<file path="src/rtl/light_pwm_driver.sv">
// ---------------------------------------------------------------------------
// light_pwm_driver
//
// Turns the stand-light FSM's 3-bit level (0..4, 5..7 read as 4) into an
// 8-bit PWM duty on a single LED pin. The duty fades toward the level's
// target by RAMP_STEP once per PWM period, and only at the period boundary.
// Because of this, a period is never cut short or stretched by a duty change.
//
// Parameters:
//   CLK_DIV   - clocks per PWM counter tick (1..65535)
//   RAMP_STEP - duty change applied per PWM period while ramping (1..255)
//
// Ports:
//   i_clk         - system clock
//   i_reset       - asynchronous, active-high reset
//   i_light_state - requested level from the light FSM
//   o_led         - PWM drive to the LED (registered)
//   o_duty        - current ramped duty (registered)
//   o_busy        - high while the duty differs from the target (registered)
// ---------------------------------------------------------------------------
module light_pwm_driver #(
    parameter int unsigned CLK_DIV   = 32'd100,
    parameter int unsigned RAMP_STEP = 32'd16
) (
    input  logic       i_clk,
    input  logic       i_reset,
    input  logic [2:0] i_light_state,
    output logic       o_led,
    output logic [7:0] o_duty,
    output logic       o_busy
);

    localparam logic [15:0] PRESC_LAST = 16'(CLK_DIV - 32'd1);
    localparam logic [8:0]  STEP9      = 9'(RAMP_STEP);

    typedef enum logic [1:0] {
        IDLE      = 2'b00,
        RAMP_UP   = 2'b01,
        RAMP_DOWN = 2'b10
    } ramp_state_t;

    logic [2:0]  lvl_r;
    logic [7:0]  target_s;
    logic [15:0] presc_r;
    logic        tick_s;
    logic [7:0]  pwm_cnt_r;
    logic        period_end_s;
    logic [7:0]  duty_r;
    logic [7:0]  duty_next_s;
    logic [8:0]  up_sum_s;
    logic [8:0]  dn_diff_s;
    ramp_state_t state_r;
    ramp_state_t state_next_s;
    logic        busy_r;
    logic        led_r;
    logic        led_next_s;

    // Input register: the level is sampled once per clock.
    always_ff @(posedge i_clk or posedge i_reset) begin
        if (i_reset) begin
            lvl_r <= 3'd0;
        end else begin
            lvl_r <= i_light_state;
        end
    end

    // Target duty for the registered level; out-of-range levels saturate to full.
    always_comb begin
        target_s = 8'd0;
        case (lvl_r)
            3'd0:    target_s = 8'd0;
            3'd1:    target_s = 8'd64;
            3'd2:    target_s = 8'd128;
            3'd3:    target_s = 8'd192;
            default: target_s = 8'd255;
        endcase
    end

    assign tick_s       = (presc_r == PRESC_LAST);
    assign period_end_s = tick_s && (pwm_cnt_r == 8'd255);

    // Prescaler: free-running 0..CLK_DIV-1; with CLK_DIV=1 it stays at 0 and ticks every clock.
    always_ff @(posedge i_clk or posedge i_reset) begin
        if (i_reset) begin
            presc_r <= 16'd0;
        end else if (tick_s) begin
            presc_r <= 16'd0;
        end else begin
            presc_r <= presc_r + 16'd1;
        end
    end

    // PWM phase counter, advanced once per prescaler tick and wrapping naturally at 255.
    always_ff @(posedge i_clk or posedge i_reset) begin
        if (i_reset) begin
            pwm_cnt_r <= 8'd0;
        end else if (tick_s) begin
            pwm_cnt_r <= pwm_cnt_r + 8'd1;
        end else begin
            pwm_cnt_r <= pwm_cnt_r;
        end
    end

    // Next duty: one clamped step toward the target, only at the end of a period.
    // The 9-bit sum/difference exposes overshoot past 255 or below 0 so it clamps instead of wrapping.
    always_comb begin
        duty_next_s = duty_r;
        up_sum_s    = {1'b0, duty_r} + STEP9;
        dn_diff_s   = {1'b0, duty_r} - STEP9;
        if (!period_end_s) begin
            duty_next_s = duty_r;
        end else if (duty_r < target_s) begin
            if (up_sum_s > {1'b0, target_s}) begin
                duty_next_s = target_s;
            end else begin
                duty_next_s = up_sum_s[7:0];
            end
        end else if (duty_r > target_s) begin
            if (dn_diff_s[8] || (dn_diff_s < {1'b0, target_s})) begin
                duty_next_s = target_s;
            end else begin
                duty_next_s = dn_diff_s[7:0];
            end
        end else begin
            duty_next_s = duty_r;
        end
    end

    // Duty register.
    always_ff @(posedge i_clk or posedge i_reset) begin
        if (i_reset) begin
            duty_r <= 8'd0;
        end else begin
            duty_r <= duty_next_s;
        end
    end

    // Ramp FSM next state: any state may move to any other, decided purely by duty vs target.
    always_comb begin
        state_next_s = state_r;
        if (duty_r == target_s) begin
            state_next_s = IDLE;
        end else if (duty_r < target_s) begin
            state_next_s = RAMP_UP;
        end else begin
            state_next_s = RAMP_DOWN;
        end
    end

    // Ramp FSM state and busy flag; busy is loaded from the next state so it tracks state exactly.
    always_ff @(posedge i_clk or posedge i_reset) begin
        if (i_reset) begin
            state_r <= IDLE;
            busy_r  <= 1'b0;
        end else begin
            state_r <= state_next_s;
            busy_r  <= (state_next_s != IDLE);
        end
    end

    // LED level: the 0 and 255 extremes are forced so they give a solid off/on with no PWM sliver.
    always_comb begin
        led_next_s = 1'b0;
        if (duty_r == 8'd0) begin
            led_next_s = 1'b0;
        end else if (duty_r == 8'd255) begin
            led_next_s = 1'b1;
        end else begin
            led_next_s = (pwm_cnt_r < duty_r);
        end
    end

    // LED output register.
    always_ff @(posedge i_clk or posedge i_reset) begin
        if (i_reset) begin
            led_r <= 1'b0;
        end else begin
            led_r <= led_next_s;
        end
    end

    assign o_led  = led_r;
    assign o_duty = duty_r;
    assign o_busy = busy_r;

endmodule

</file>
<file path="config.mk">
export PLATFORM = sky130hd
export DESIGN_NAME = light_pwm_driver
export DESIGN_NICKNAME = d
export VERILOG_FILES = /design/src/rtl/light_pwm_driver.sv
export SDC_FILE = /design/constraint.sdc
export NUM_CORES = 1
export LEC_CHECK = 0
export BUFFER_PORTS_ARGS = -buffer_cell sky130_fd_sc_hd__buf_4
export CAP_MARGIN = 10
export CORE_UTILIZATION = 52
export CTS_BUF_LIST = sky130_fd_sc_hd__clkbuf_4
export DETAILED_ROUTE_END_ITERATION = 8
export GPL_ROUTABILITY_DRIVEN = 0
export PLACE_DENSITY = 0.72
export SLEW_MARGIN = 20
export SYNTH_ARGS = -nofsm -noshare
export SYNTH_HDL_FRONTEND = slang
export SYNTH_SLANG_ARGS = --single-unit
</file>
<file path="constraint.sdc">
create_clock -name i_clk -period 3.3 [get_ports i_clk]
set_input_delay 0.495 -clock i_clk [delete_from_list [all_inputs] [get_ports i_clk]]
set_output_delay 0.495 -clock i_clk [all_outputs]
set_load 0.005 [all_outputs]
</file>
-- Word level (Yosys, flattened, before mapping)
Cells that the tools add are included.
- add/subtract/negate cells: 4
- multiplexer cells: 10
- equality and inequality tests: 7
- magnitude comparators: 5
- reduce and logical (&&, ||, !) cells: 7
- operators with widths (cell ; count):
    two-way mux 8 bit ; 4
    case mux 8 bit (4 select lines) ; 1
    adder 16 x 1 -> 16 bit (second input constant) ; 1
    equality test 16 x 7 -> 1 bit (second input constant) ; 1
    equality test 8 bit (second input constant) ; 2
    < comparator 8 bit ; 2
    two-way mux 16 bit ; 1
    adder 8 x 5 -> 9 bit (second input constant) ; 1
    > comparator 9 x 8 -> 1 bit ; 1
    < comparator 9 x 8 -> 1 bit ; 1
    subtractor 8 x 5 -> 9 bit (second input constant) ; 1
    adder 8 x 1 -> 8 bit (second input constant) ; 1
    equality test 8 bit ; 1
    > comparator 8 bit ; 1
    logical NOT 8 bit ; 1
    equality test 3 x 2 -> 1 bit (second input constant) ; 2
    two-way mux 2 bit ; 2
    nonzero test 2 bit ; 2
    equality test 3 x 1 -> 1 bit (second input constant) ; 1
    logical NOT 3 bit ; 1
    two-way mux 1 bit ; 2
    AND reduction 2 bit ; 1
    logical AND 1 bit ; 1
    logical OR 1 bit ; 1
- logic and storage cells: 39
- output and inout port bits: 10
- flip-flop bits (word level): 37

-- Logic depth before layout (Yosys ltp)
Gate-level depths: netlist of run 1.
- depth after elaboration: 7
- mapped depth: 10
- gate-level depth less buffers: 10

-- Least setup slack after synthesis of run 1
No wires, ideal clock.
- path type: reg-to-reg
- start point: reg duty_r[4], in the netlist o_duty[4]
- end point: reg duty_r[6], in the netlist o_duty[6]
- library setup time: 0.121 ns
- stages on the path, launching flop included: 11
- clock period less this slack: 2.575 ns
- arrival: 2.453 ns
- slack: 0.725 ns
- path through: dfrtp_1 -> inv_1 -> ha_1 -> inv_1 -> ha_1 -> o21ai_0 -> a21oi_1 -> a2111oi_2 -> nor3_1 -> or4_1 -> o2bb2ai_1
- cells in the longest elaborated chain, start to end: 6
- elaborated cells on any way between the ends: 13
- those cells by class: 2 x add/sub; 4 x order compare; 4 x mux; 3 x reduce/logical
- RTL lines (item ; RTL line ; source):
    start: declaration ; 48 ; logic [7:0] duty_r;
    start signal: assignment ; 134 ; duty_r <= duty_next_s;
    subtractor 8 x 5 -> 9 bit ; 109 ; dn_diff_s = {1'b0, duty_r} - STEP9;
    < comparator 9 x 8 -> 1 bit ; 119 ; if (dn_diff_s[8] || (dn_diff_s < {1'b0, target_s})) begin
    logical OR 1 bit ; 119 ;
    two-way mux 8 bit ; 119 ;
    two-way mux 8 bit ; 118 ; end else if (duty_r > target_s) begin
    two-way mux 8 bit ; 112 ; end else if (duty_r < target_s) begin
Parallel ways exist; a longest one is shown, timed or not. The select of a mux whose other input is x is not followed.
A chain may end at the register's enable or synchronous reset.

-- Worst setup path after layout of run 1
- start point: reg duty_r[4], in the netlist o_duty[4]
- end point: reg duty_r[4], in the netlist o_duty[4]
Same word-level chain as after synthesis.

==> results of run 1 <==
[through the flow]
step	area, um2	hold WS (ps)	setup WS, ps	instances	util, %
after detailed placement	2350	476	444	280	58.4
after floorplan	2200	444	725	219	-
after CTS	2400	242	401	288	59.6
after global routing	2400	245	180	288	59.6
final	2400	238	374	288	59.6
after global placement	2350	461	562	280	58.4
[cell families after synthesis]
family | Yosys count
AND/OR/NAND/NOR | 82
multiplexers | 2
flip-flops | 34
XOR/XNOR | 25
adder cells (fa/ha/maj) | 23
AO/OA/AOI/OAI | 35
buffers and inverters | 18
[Yosys cell counts, types with 2 or more instances]
cell type	number	area, um2
nand4_1	5	31.3
xnor2_1	17	149
buf_4	3	22.5
nor2b_1	2	12.5
and3_1	7	43.8
a21o_1	7	52.6
and4_1	3	26.3
or2_2	3	18.8
nor3_1	5	25.0
o31ai_1	4	30.0
buf_2	2	10.0
or4_4	2	22.5
o21ai_0	4	20.0
or4_1	2	15.0
nor2_1	17	63.8
a21oi_1	4	20.0
dfrtp_1	34	851
nand2_1	17	63.8
ha_1	23	288
xor2_1	8	70.1
nand3_1	11	55.1
nand2b_1	2	12.5
inv_1	13	48.8
[report_power, final]
part | internal, mW | total (mW) | switching [mW]
clock | 0.0758 | 0.211 | 0.135
combinational | 0.0141 | 0.0389 | 0.0248
sequential | 0.418 | 0.420 | 0.00202
[cell type report]
class | instances | area [um2] | area share (%)
inverters | 13 | 48.8 | 2.03
multi-input cells | 167 | 1270 | 52.9
repair buffers | 16 | 120 | 5.00
flip-flops and latches | 34 | 851 | 35.4
well taps | 50 | 62.6 | 2.60
clock inverters | 3 | 11.3 | 0.469
clock buffers | 5 | 37.5 | 1.56
[registers in the layout, summed over array words and instances (netlist names)]
register   count
presc_r       16
pwm_cnt_r      8
o_duty         5
lvl_r          3
o_busy         1
o_led          1
[worst min-delay path, cell delays in order]
cell and delay [ps]:
buf_4 100, inv_1 40, buf_4 370
[per-layer routing]
metal / track usage, % / wire length, um / part of all wire (%)
met4: 9.84 / 76 / 1.8
met3: 4.97 / 141 / 3.3
met5: 0 / 0 / 0
met1: 27.6 / 1980 / 46
met2: 35.5 / 2120 / 49
[path summary, 6_finish.rpt]
kind | startpoint | end | cells past startpoint
max | o_duty[4]$_DFFE_PP0P_ | o_duty[4]$_DFFE_PP0P_ | 10
min | i_reset | lvl_r[1]$_DFF_PP0_ | 3
max reg2reg | o_duty[4]$_DFFE_PP0P_ | o_duty[4]$_DFFE_PP0P_ | 10
min reg2reg | presc_r[0]$_DFF_PP0_ | presc_r[0]$_DFF_PP0_ | 1
max in group asynchronous | i_reset | pwm_cnt_r[0]$_DFFE_PP0N_ | 3
min in group i_clk | i_light_state[0] | lvl_r[0]$_DFF_PP0_ | 1
==> qor.csv, run 1 <==
stage,metric,value,unit
worst_setup_path,worst path required time,3530,ps
sta,fin crit share,88.7,%
synth,"FF+latch count, synth",34,
worst_setup_path,"reg-to-reg slack, setup",370,ps
power_and_ir_drop,total power,670,uW
floorplanning,Initial Util,54.7,%
synth,synthesized area,2200,um2
power_and_ir_drop,LEAKAGE,1.14,nW
synth,post-synthesis xor/xnor area fraction,9.94,%
worst_setup_path,CP peak stage delay,560,ps
grt,largest net degree at the start of global routing,35,
worst_setup_path,CP cell instances,inv_1 -> ha_1 -> inv_1 -> ha_1 -> o21ai_0 -> a21oi_1 -> a2111oi_2 -> nor3_1 -> or4_1 -> o311ai_1,
worst_setup_path,"Arr. time, crit path",3160,ps
sta,Final Max Slew Viols,0,
worst_setup_path,Worst Path Buf+Inv,2,
worst_setup_path,Slowest cell on crit path,a2111oi_2,
clock_tree,Worst-Skew Late Latency,330,ps
job,MaxCap Viol Count,0,
grt,Total GRT Usage,22.0,%
clock_tree,CTS sink cnt,34,
drt,Detailed Routing Iterations Pass 1,4,
sta,final setup vio count,0,
synth,syn avg cell area,10.1,um2
clock_tree,Clock Path Buffers,2,
final_layout,Inserted Diodes,0,
run_status,status,completed,
power_and_ir_drop,VDD IR-drop max,185,uV
floorplanning,core area,4030,um2
floorplanning,Die W,67.1,um
final_layout,proportion of layout cells with a drive suffix above 1,14.7,%
floorplanning,Die H,67.1,um
placed_design,number of port buffers,14,
clock_tree,Post CTS Setup Buffer Count,0,
grt,initial antenna violation count,0,
worst_hold_path,worst hold path type,input pin to async pin,
synth,multiplexer share of the synthesized area,0.965,%
floorplanning,Rows,23,
worst_setup_path,Critical Path Fanout Max,8,
floorplanning,die area,4500,um2
worst_setup_path,CP endpoint kind,flop,
clock_tree,clock root cell,clkbuf_4,
sta,setup TNS,0,ps
clock_tree,Clock transition at path regs,100,ps
drt,Post-Route WL,4320,um
drt,routed via count,1652,
final_layout,NumNets Final,265,
synth,synth warn,0,
synth,Cells after Synth,219,
sta,Clock Skew,13.3,ps
final_layout,"commonest non-fill, non-tap cells in the layout","34 x dfrtp_1, 23 x ha_1, 17 x nor2_1, 17 x nand2_1, 17 x xnor2_1",
synth,largest family of logic cells by synthesized area,simple AND/OR/NAND/NOR gates,
final_layout,Area Growth Syn to Fin,9.03,%
sta,Hold Fails Final Rpt,0,
clock_tree,# resized after CTS,0,
clock_tree,Hold Buf Count CTS,0,
floorplanning,I/O pins,15,
drt,DRC,0,
synth,post-synth cell types,47,
grt,total gr overflow,0,
drt,Routed WL per cell,15.0,um
sta,minimum clock period,2930,ps
grt,first-pass GRT wire length,7240,um
final_layout,fill cell count,329,
clock_tree,CTS tree,yes,
worst_setup_path,Crit path max-delay family,compound AO/OA/AOI/OAI gates,
sta,unrepaired setup endpoints after global routing,no,
drt,Detail Route Antenna Nets,0,
synth,top_reg_cell synth,dfrtp_1,
drt,Vias/cell,5.74,
placed_design,Final HPWL DP,3270,um
sta,Slew headroom,63.6,%
final_layout,"most common cell after layout, fill and taps aside",dfrtp_1,
sta,FMAX,342,MHz
sta,Least-Margin Pin Slew,545,ps
grt,vias in the first global route,1597,
power_and_ir_drop,cell area power density,279,nW/um2
drt,DR iter-0 viols,121,
synth,post-synthesis simple-gate area fraction,20.3,%
synth,"Net Count, Synth",247,
synth,post-synthesis sequential area ratio,38.6,%
synth,"EDFF count, synth",0,
clock_tree,H-Tree Depth,2,
synth,async set-or-reset flop fraction in the synthesized netlist,100,%
synth,compound-gate portion of the synthesized area,13.4,%
worst_setup_path,Crit Path Class,flop to flop,
clock_tree,CTS Buf Count,5,
worst_setup_path,Setup crit start kind,flop,
synth,adder-cell area share of the yosys netlist,13.1,%
(Power assumes the default switching activity.)
==> inputs of run 2 (changes only) <==
--- a/config.mk
+++ b/config.mk
@@ -11,7 +11,7 @@
 export CTS_BUF_LIST = sky130_fd_sc_hd__clkbuf_4
 export DETAILED_ROUTE_END_ITERATION = 8
 export GPL_ROUTABILITY_DRIVEN = 0
-export PLACE_DENSITY = 0.72
+export PLACE_DENSITY = 0.75
 export SLEW_MARGIN = 20
 export SYNTH_ARGS = -nofsm -noshare
 export SYNTH_HDL_FRONTEND = slang
==> constraint.sdc (replaced) <==
create_clock -name i_clk -period 2.6 [get_ports i_clk]
set_input_delay 0.39 -clock i_clk [delete_from_list [all_inputs] [get_ports i_clk]]
set_output_delay 0.39 -clock i_clk [all_outputs]
set_load 0.005 [all_outputs]
==> qor.csv, run 2 (same netlist as run 1, synthesis figures left out) <==
stage,metric,value,unit,change
run_status,status,completed,,
drt,Routed WL per cell,14.9,um,-0.84%
clock_tree,clock root cell,clkbuf_4,,
worst_setup_path,most frequent CP cell,buf_4,,
final_layout,Biggest register,presc_r,,
sta,setup TNS,0,ps,unchanged
placed_design,placed cell area,2440,um2,+3.5%
drt,Vias/cell,5.75,,+0.31%
sta,fin crit share,95.5,%,+6.8 points
final_layout,Inserted Diodes,0,,unchanged
job,MaxCap Viol Count,0,,unchanged
placed_design,Final HPWL DP,3280,um,+0.50%
worst_setup_path,Setup crit start kind,flop,,
sta,Final Max Slew Viols,0,,unchanged
grt,total gr overflow,0,,unchanged
final_layout,Largest register FFs,16,,unchanged
final_layout,proportion of layout cells with a drive suffix above 1,21.1,%,+6.4 points
clock_tree,Hold Buf Count CTS,0,,unchanged
final_layout,"most common cell after layout, fill and taps aside",dfrtp_1,,
sta,unrepaired setup endpoints after global routing,no,,
final_layout,multi-input logic area,1290,um2,+1.8%
worst_setup_path,Crit Path Class,flop to flop,,
worst_setup_path,CP cell instances,buf_4 -> nor3_1 -> xnor2_1 -> ha_2 -> or3_1 -> o21ai_0 -> buf_4 -> or2_2 -> o221a_2 -> o31ai_1,,
floorplanning,core area,4030,um2,unchanged
clock_tree,CTS Buf Count,5,,unchanged
clock_tree,H-Tree Depth,2,,unchanged
sta,Least-Margin Pin Slew,434,ps,-111 ps
floorplanning,Die H,67.1,um,unchanged
grt,initial antenna violation count,0,,unchanged
worst_setup_path,worst path required time,2860,ps,-670 ps
clock_tree,Clock transition at path regs,120,ps,+20 ps
grt,vias in the first global route,1629,,+2.0%
drt,DR iter-0 viols,119,,-1.7%
worst_setup_path,CP endpoint kind,flop,,
worst_setup_path,Slowest cell on crit path,dfrtp_1,,
sta,FMAX,403,MHz,+18%
power_and_ir_drop,total power,878,uW,+31%
drt,metal3 WL,222,um,+57%
clock_tree,Clock Path Buffers,2,,unchanged
drt,met2 WL,2090,um,-1.5%
grt,largest net degree at the start of global routing,35,,unchanged
drt,Post-Route WL,4480,um,+3.6%
final_layout,NumNets Final,278,,+4.9%
drt,routed length on met1,2070,um,+4.4%
worst_setup_path,CP peak stage delay,400,ps,-160 ps
clock_tree,CTS tree,yes,,
final_layout,Area Growth Syn to Fin,14.8,%,
sta,Hold Fails Final Rpt,0,,unchanged
power_and_ir_drop,cell area power density,347,nW/um2,+25%
final_layout,post-route cell area,2530,um2,+5.3%
final_layout,fill cell count,346,,+5.2%
sta,Slew headroom,71.1,%,+7.5 points
drt,top layer reached by signal wires,met4,,
drt,DRC,0,,unchanged
placed_design,number of port buffers,14,,unchanged
grt,first-pass GRT wire length,7220,um,-0.29%
final_layout,Reg area,852,um2,+0.15%
floorplanning,Die W,67.1,um,unchanged
worst_setup_path,"Arr. time, crit path",2740,ps,-420 ps
sta,final setup vio count,0,,unchanged
grt,Total GRT Usage,21.8,%,-0.21 points
drt,Detailed Routing Iterations Pass 1,4,,unchanged
placed_design,placed cells,291,,+3.9%
worst_setup_path,Critical Path Fanout Max,6,,-2
sta,Clock Skew,17.4,ps,+4.13 ps
final_layout,final non-filler cell total,301,,+4.5%
power_and_ir_drop,LEAKAGE,1.22,nW,+6.9%
final_layout,"commonest non-fill, non-tap cells in the layout","33 x dfrtp_1, 29 x buf_4, 21 x ha_1",,
clock_tree,CTS sink cnt,34,,unchanged
floorplanning,Initial Util,54.7,%,unchanged
power_and_ir_drop,VDD IR-drop max,328,uV,+78%
clock_tree,Worst-Skew Late Latency,340,ps,about the same
drt,Detail Route Antenna Nets,0,,unchanged
worst_hold_path,worst hold path type,input pin to async pin,,
floorplanning,I/O pins,15,,unchanged
drt,routed via count,1732,,+4.8%
floorplanning,Rows,23,,unchanged
floorplanning,die area,4500,um2,unchanged
sta,minimum clock period,2480,ps,-444 ps
==> run 2: cell types whose count changed in the layout (fill, tap and decap cells not counted), sizes merged <==
cell	previous run	this run
clkinv	3	2
clkbuf	5	6
buf	16	29
==> run 2: worst max-delay path: cells and delay by family, from the launching register on <==
kind / cells / cell delay (ps)
AND/OR/NAND/NOR: 3 / 640
AO/OA/AOI/OAI: 3 / 550
flip-flops: 1 / 400
buffers and inverters: 2 / 340
adder cells (fa/ha/maj): 1 / 260
XOR/XNOR: 1 / 210
==> run 2: final timing paths <==
| path | startpoint | end | slack (ps) | depth (start not counted) |
|---|---|---|---|---|
| min reg2reg | presc_r[15]$_DFF_PP0_ | presc_r[15]$_DFF_PP0_ | 480 | 1 |
| max | o_duty[5]$_DFFE_PP0P_ | o_duty[5]$_DFFE_PP0P_ | 120 | 10 |
| min | i_reset | lvl_r[0]$_DFF_PP0_ | 130 | 3 |
| max reg2reg | o_duty[5]$_DFFE_PP0P_ | o_duty[5]$_DFFE_PP0P_ | 120 | 10 |
| min in group i_clk | i_light_state[0] | lvl_r[0]$_DFF_PP0_ | 150 | 1 |
| max in group asynchronous | i_reset | presc_r[9]$_DFF_PP0_ | 2140 | 3 |
==> run 2: metrics by stage <==
stage               setup slack (ps)  hold WS [ps]  util (%)
global placement                 117           460      60.5
finish                           118           132      62.8
floorplan                       25.4           421         -
CTS                             85.0           130      61.8
detailed placement               103           463      60.5
global route                    4.36           127      62.8
==> run 2: area by class of cell <==
type                       instances  share of cell area, %
sequential                        34                   33.7
clock inverter                     2                  0.346
inverter                          13                   1.93
tap                               50                   2.47
multi-input combinational        167                   51.2
timing repair buffer              29                   8.61
clock buffer                       6                   1.78
==> run 2: where the power goes <==
group          switching [mW]  internal (mW)
Sequential            0.00262          0.531
Clock                   0.175          0.112
Combinational          0.0338         0.0236
==> run 2: repair_timing <==
action                     in CTS  in global routing
buffers inserted                0                  2
setup endpoints to repair       0                  4
resized for setup               0                  4
==> run 2: per-layer routing <==
layer / vias up / GRT usage [%]
met1: 828 / 27.7
met4: 0 / 8.78
met5: - / 0
met3: 10 / 5.65
li1: 850 / -
met2: 44 / 34.8
==> inputs of run 3 (changes only) <==
==> constraint.sdc (replaced) <==
create_clock -name i_clk -period 2.6 [get_ports i_clk]
set_input_delay 0.52 -clock i_clk [delete_from_list [all_inputs] [get_ports i_clk]]
set_output_delay 0.52 -clock i_clk [all_outputs]
set_load 0.005 [all_outputs]
==> qor.csv, run 3 (same netlist as run 1, synthesis figures left out) <==
stage,metric,value,unit,change
sta,worst setup margin,95.5,ps,-22.3 ps
worst_setup_path,worst path required time,2840,ps,-20 ps
power_and_ir_drop,switch share,25.1,%,+1.1 points
power_and_ir_drop,VDD IR-drop max,334,uV,+1.8%
worst_setup_path,Crit Path Class,flop to flop,,
floorplanning,core area,4030,um2,unchanged
floorplanning,Rows,23,,unchanged
final_layout,Biggest register,presc_r,,
final_layout,Inserted Diodes,0,,unchanged
drt,routed via count,1763,,+1.8%
clock_tree,Clock transition at path regs,110,ps,about the same
power_and_ir_drop,Comb power frac,6.5,%,about the same
sta,final setup vio count,0,,unchanged
worst_setup_path,"reg-to-reg slack, setup",100,ps,-20 ps
final_layout,"commonest non-fill, non-tap cells in the layout","33 x dfrtp_1, 29 x buf_4, 22 x ha_1",,
clock_tree,H-Tree Depth,2,,unchanged
sta,unrepaired setup endpoints after global routing,yes,,
power_and_ir_drop,total power,874,uW,-0.50%
sta,Hold Fails Final Rpt,0,,unchanged
job,MaxCap Viol Count,0,,unchanged
grt,largest net degree at the start of global routing,35,,unchanged
grt,total gr overflow,0,,unchanged
power_and_ir_drop,net load switching power,219,uW,+3.9%
sta,setup TNS,0,ps,unchanged
worst_setup_path,"Arr. time, crit path",2740,ps,about the same
final_layout,Reg area,852,um2,unchanged
grt,Total GRT Usage,22.7,%,+0.91 points
final_layout,Util after Layout,62.6,%,-0.19 points
sta,FMAX,399,MHz,-0.89%
placed_design,Final HPWL DP,3360,um,+2.2%
floorplanning,Die W,67.1,um,unchanged
final_layout,multi-input logic area,1290,um2,-0.58%
run_status,status,completed,,
drt,DRC,0,,unchanged
power_and_ir_drop,Flop pwr share,61.1,%,+0.3 points
worst_setup_path,CP endpoint kind,flop,,
sta,minimum clock period,2500,ps,+22.3 ps
clock_tree,CTS tree,yes,,
drt,Detail Route Antenna Nets,0,,unchanged
clock_tree,Clock Path Buffers,2,,unchanged
worst_setup_path,Critical Path Fanout Max,7,,+1
grt,vias in the first global route,1602,,-1.7%
power_and_ir_drop,Clk network pwr share,32.4,%,-0.3 points
power_and_ir_drop,LEAKAGE,1.21,nW,-0.34%
drt,DR iter-0 viols,133,,+12%
power_and_ir_drop,cell area power density,347,nW/um2,-0.20%
floorplanning,Initial Util,54.7,%,unchanged
drt,Post-Route WL,4490,um,+0.22%
floorplanning,I/O pins,15,,unchanged
sta,Least-Margin Pin Slew,437,ps,+3.50 ps
final_layout,NumNets Final,278,,unchanged
final_layout,Largest register FFs,16,,unchanged
final_layout,proportion of layout cells with a drive suffix above 1,21.1,%,unchanged
clock_tree,clock root cell,clkbuf_4,,
floorplanning,Die H,67.1,um,unchanged
final_layout,fill cell count,357,,+3.2%
sta,Slew headroom,70.8,%,-0.23 points
drt,Routed WL per cell,14.9,um,+0.22%
sta,Clock Skew,8.92,ps,-8.48 ps
sta,Final Max Slew Viols,0,,unchanged
placed_design,number of port buffers,14,,unchanged
sta,fin crit share,96.3,%,+0.86 points
floorplanning,die area,4500,um2,unchanged
clock_tree,Worst-Skew Late Latency,340,ps,about the same
clock_tree,CTS sink cnt,34,,unchanged
final_layout,Area Growth Syn to Fin,14.4,%,
clock_tree,CTS Buf Count,5,,unchanged
placed_design,pre-CTS WS,68.2,ps,-35.0 ps
grt,initial antenna violation count,0,,unchanged
worst_hold_path,worst hold path type,input pin to async pin,,
drt,Detailed Routing Iterations Pass 1,4,,unchanged
drt,Vias/cell,5.86,,+1.8%
power_and_ir_drop,internal power,654,uW,-1.9%
grt,first-pass GRT wire length,7390,um,+2.4%
worst_setup_path,Setup crit start kind,flop,,
final_layout,"most common cell after layout, fill and taps aside",dfrtp_1,,
sta,Worst Hold Slack,269,ps,+137 ps
run 3: cell types whose count changed in the layout (fill, tap and decap cells not counted):
cell / before / now
clkbuf_4: 6 / 5
clkinvlp_4: 0 / 1
ha_1: 21 / 22
ha_4: 1 / 0
nor3_1: 5 / 4
nor3_2: 1 / 2
run 3: final cells by class:
cell class | count | share of cell area [%]
timing repair buffer | 29 | 8.64
inverter | 13 | 1.94
clock inverter | 3 | 0.645
sequential | 34 | 33.8
tap | 50 | 2.48
multi-input combinational | 167 | 51.0
clock buffer | 5 | 1.49
run 3: repair_timing:
action / CTS / global route
hold buffers: 0 / 0
buffers inserted: 0 / 3
setup endpoints to repair: 0 / 4
resized for setup: 0 / 4
run 3: power groups by stage:
| stage | clock (mW) | sequential [mW] | combinational [mW] |
|---|---|---|---|
| finish | 0.283 | 0.534 | 0.0568 |
| CTS | 0.300 | 0.533 | 0.0552 |
| global placement | 0 | 0.544 | 0.0544 |
| global route | 0.320 | 0.534 | 0.0645 |
| floorplan | 0 | 0.543 | 0.0341 |
| detailed placement | 0 | 0.544 | 0.0548 |
run 3: worst paths after layout:
path / startpoint / end / cells past startpoint
min: i_reset / presc_r[14]$_DFF_PP0_ / 3
max in group asynchronous: i_reset / lvl_r[2]$_DFF_PP0_ / 3
min in group i_clk: i_light_state[0] / lvl_r[0]$_DFF_PP0_ / 1
max: lvl_r[2]$_DFF_PP0_ / o_duty[4]$_DFFE_PP0P_ / 8
max reg2reg: lvl_r[2]$_DFF_PP0_ / o_duty[4]$_DFFE_PP0P_ / 8
min reg2reg: presc_r[15]$_DFF_PP0_ / presc_r[15]$_DFF_PP0_ / 1
run 3: per-layer routing:
layer	global-route usage [%]	routed length, um	part of all wire [%]
met1	29.2	2030	45
met2	34.5	2140	48
met3	6.51	189	4.2
met4	10.9	130	2.9
met5	0	0	0
run 3: metrics by stage:
stage          instance area, um2  std cells
6_report                     2520        301
5_1_grt                      2520        301
4_1_cts                      2480        298
2_1_floorplan                2200        219
3_3_place_gp                 2430        290
3_5_place_dp                 2430        290
run 3: critical path: stages (launching register included):
cell and delay (ps):
dfrtp_2 470, nor2_1 180, ha_1 280, a21o_1 210, a221oi_4 390, or2_2 220
nor3_2 70, or4_1 500, o311ai_1 90
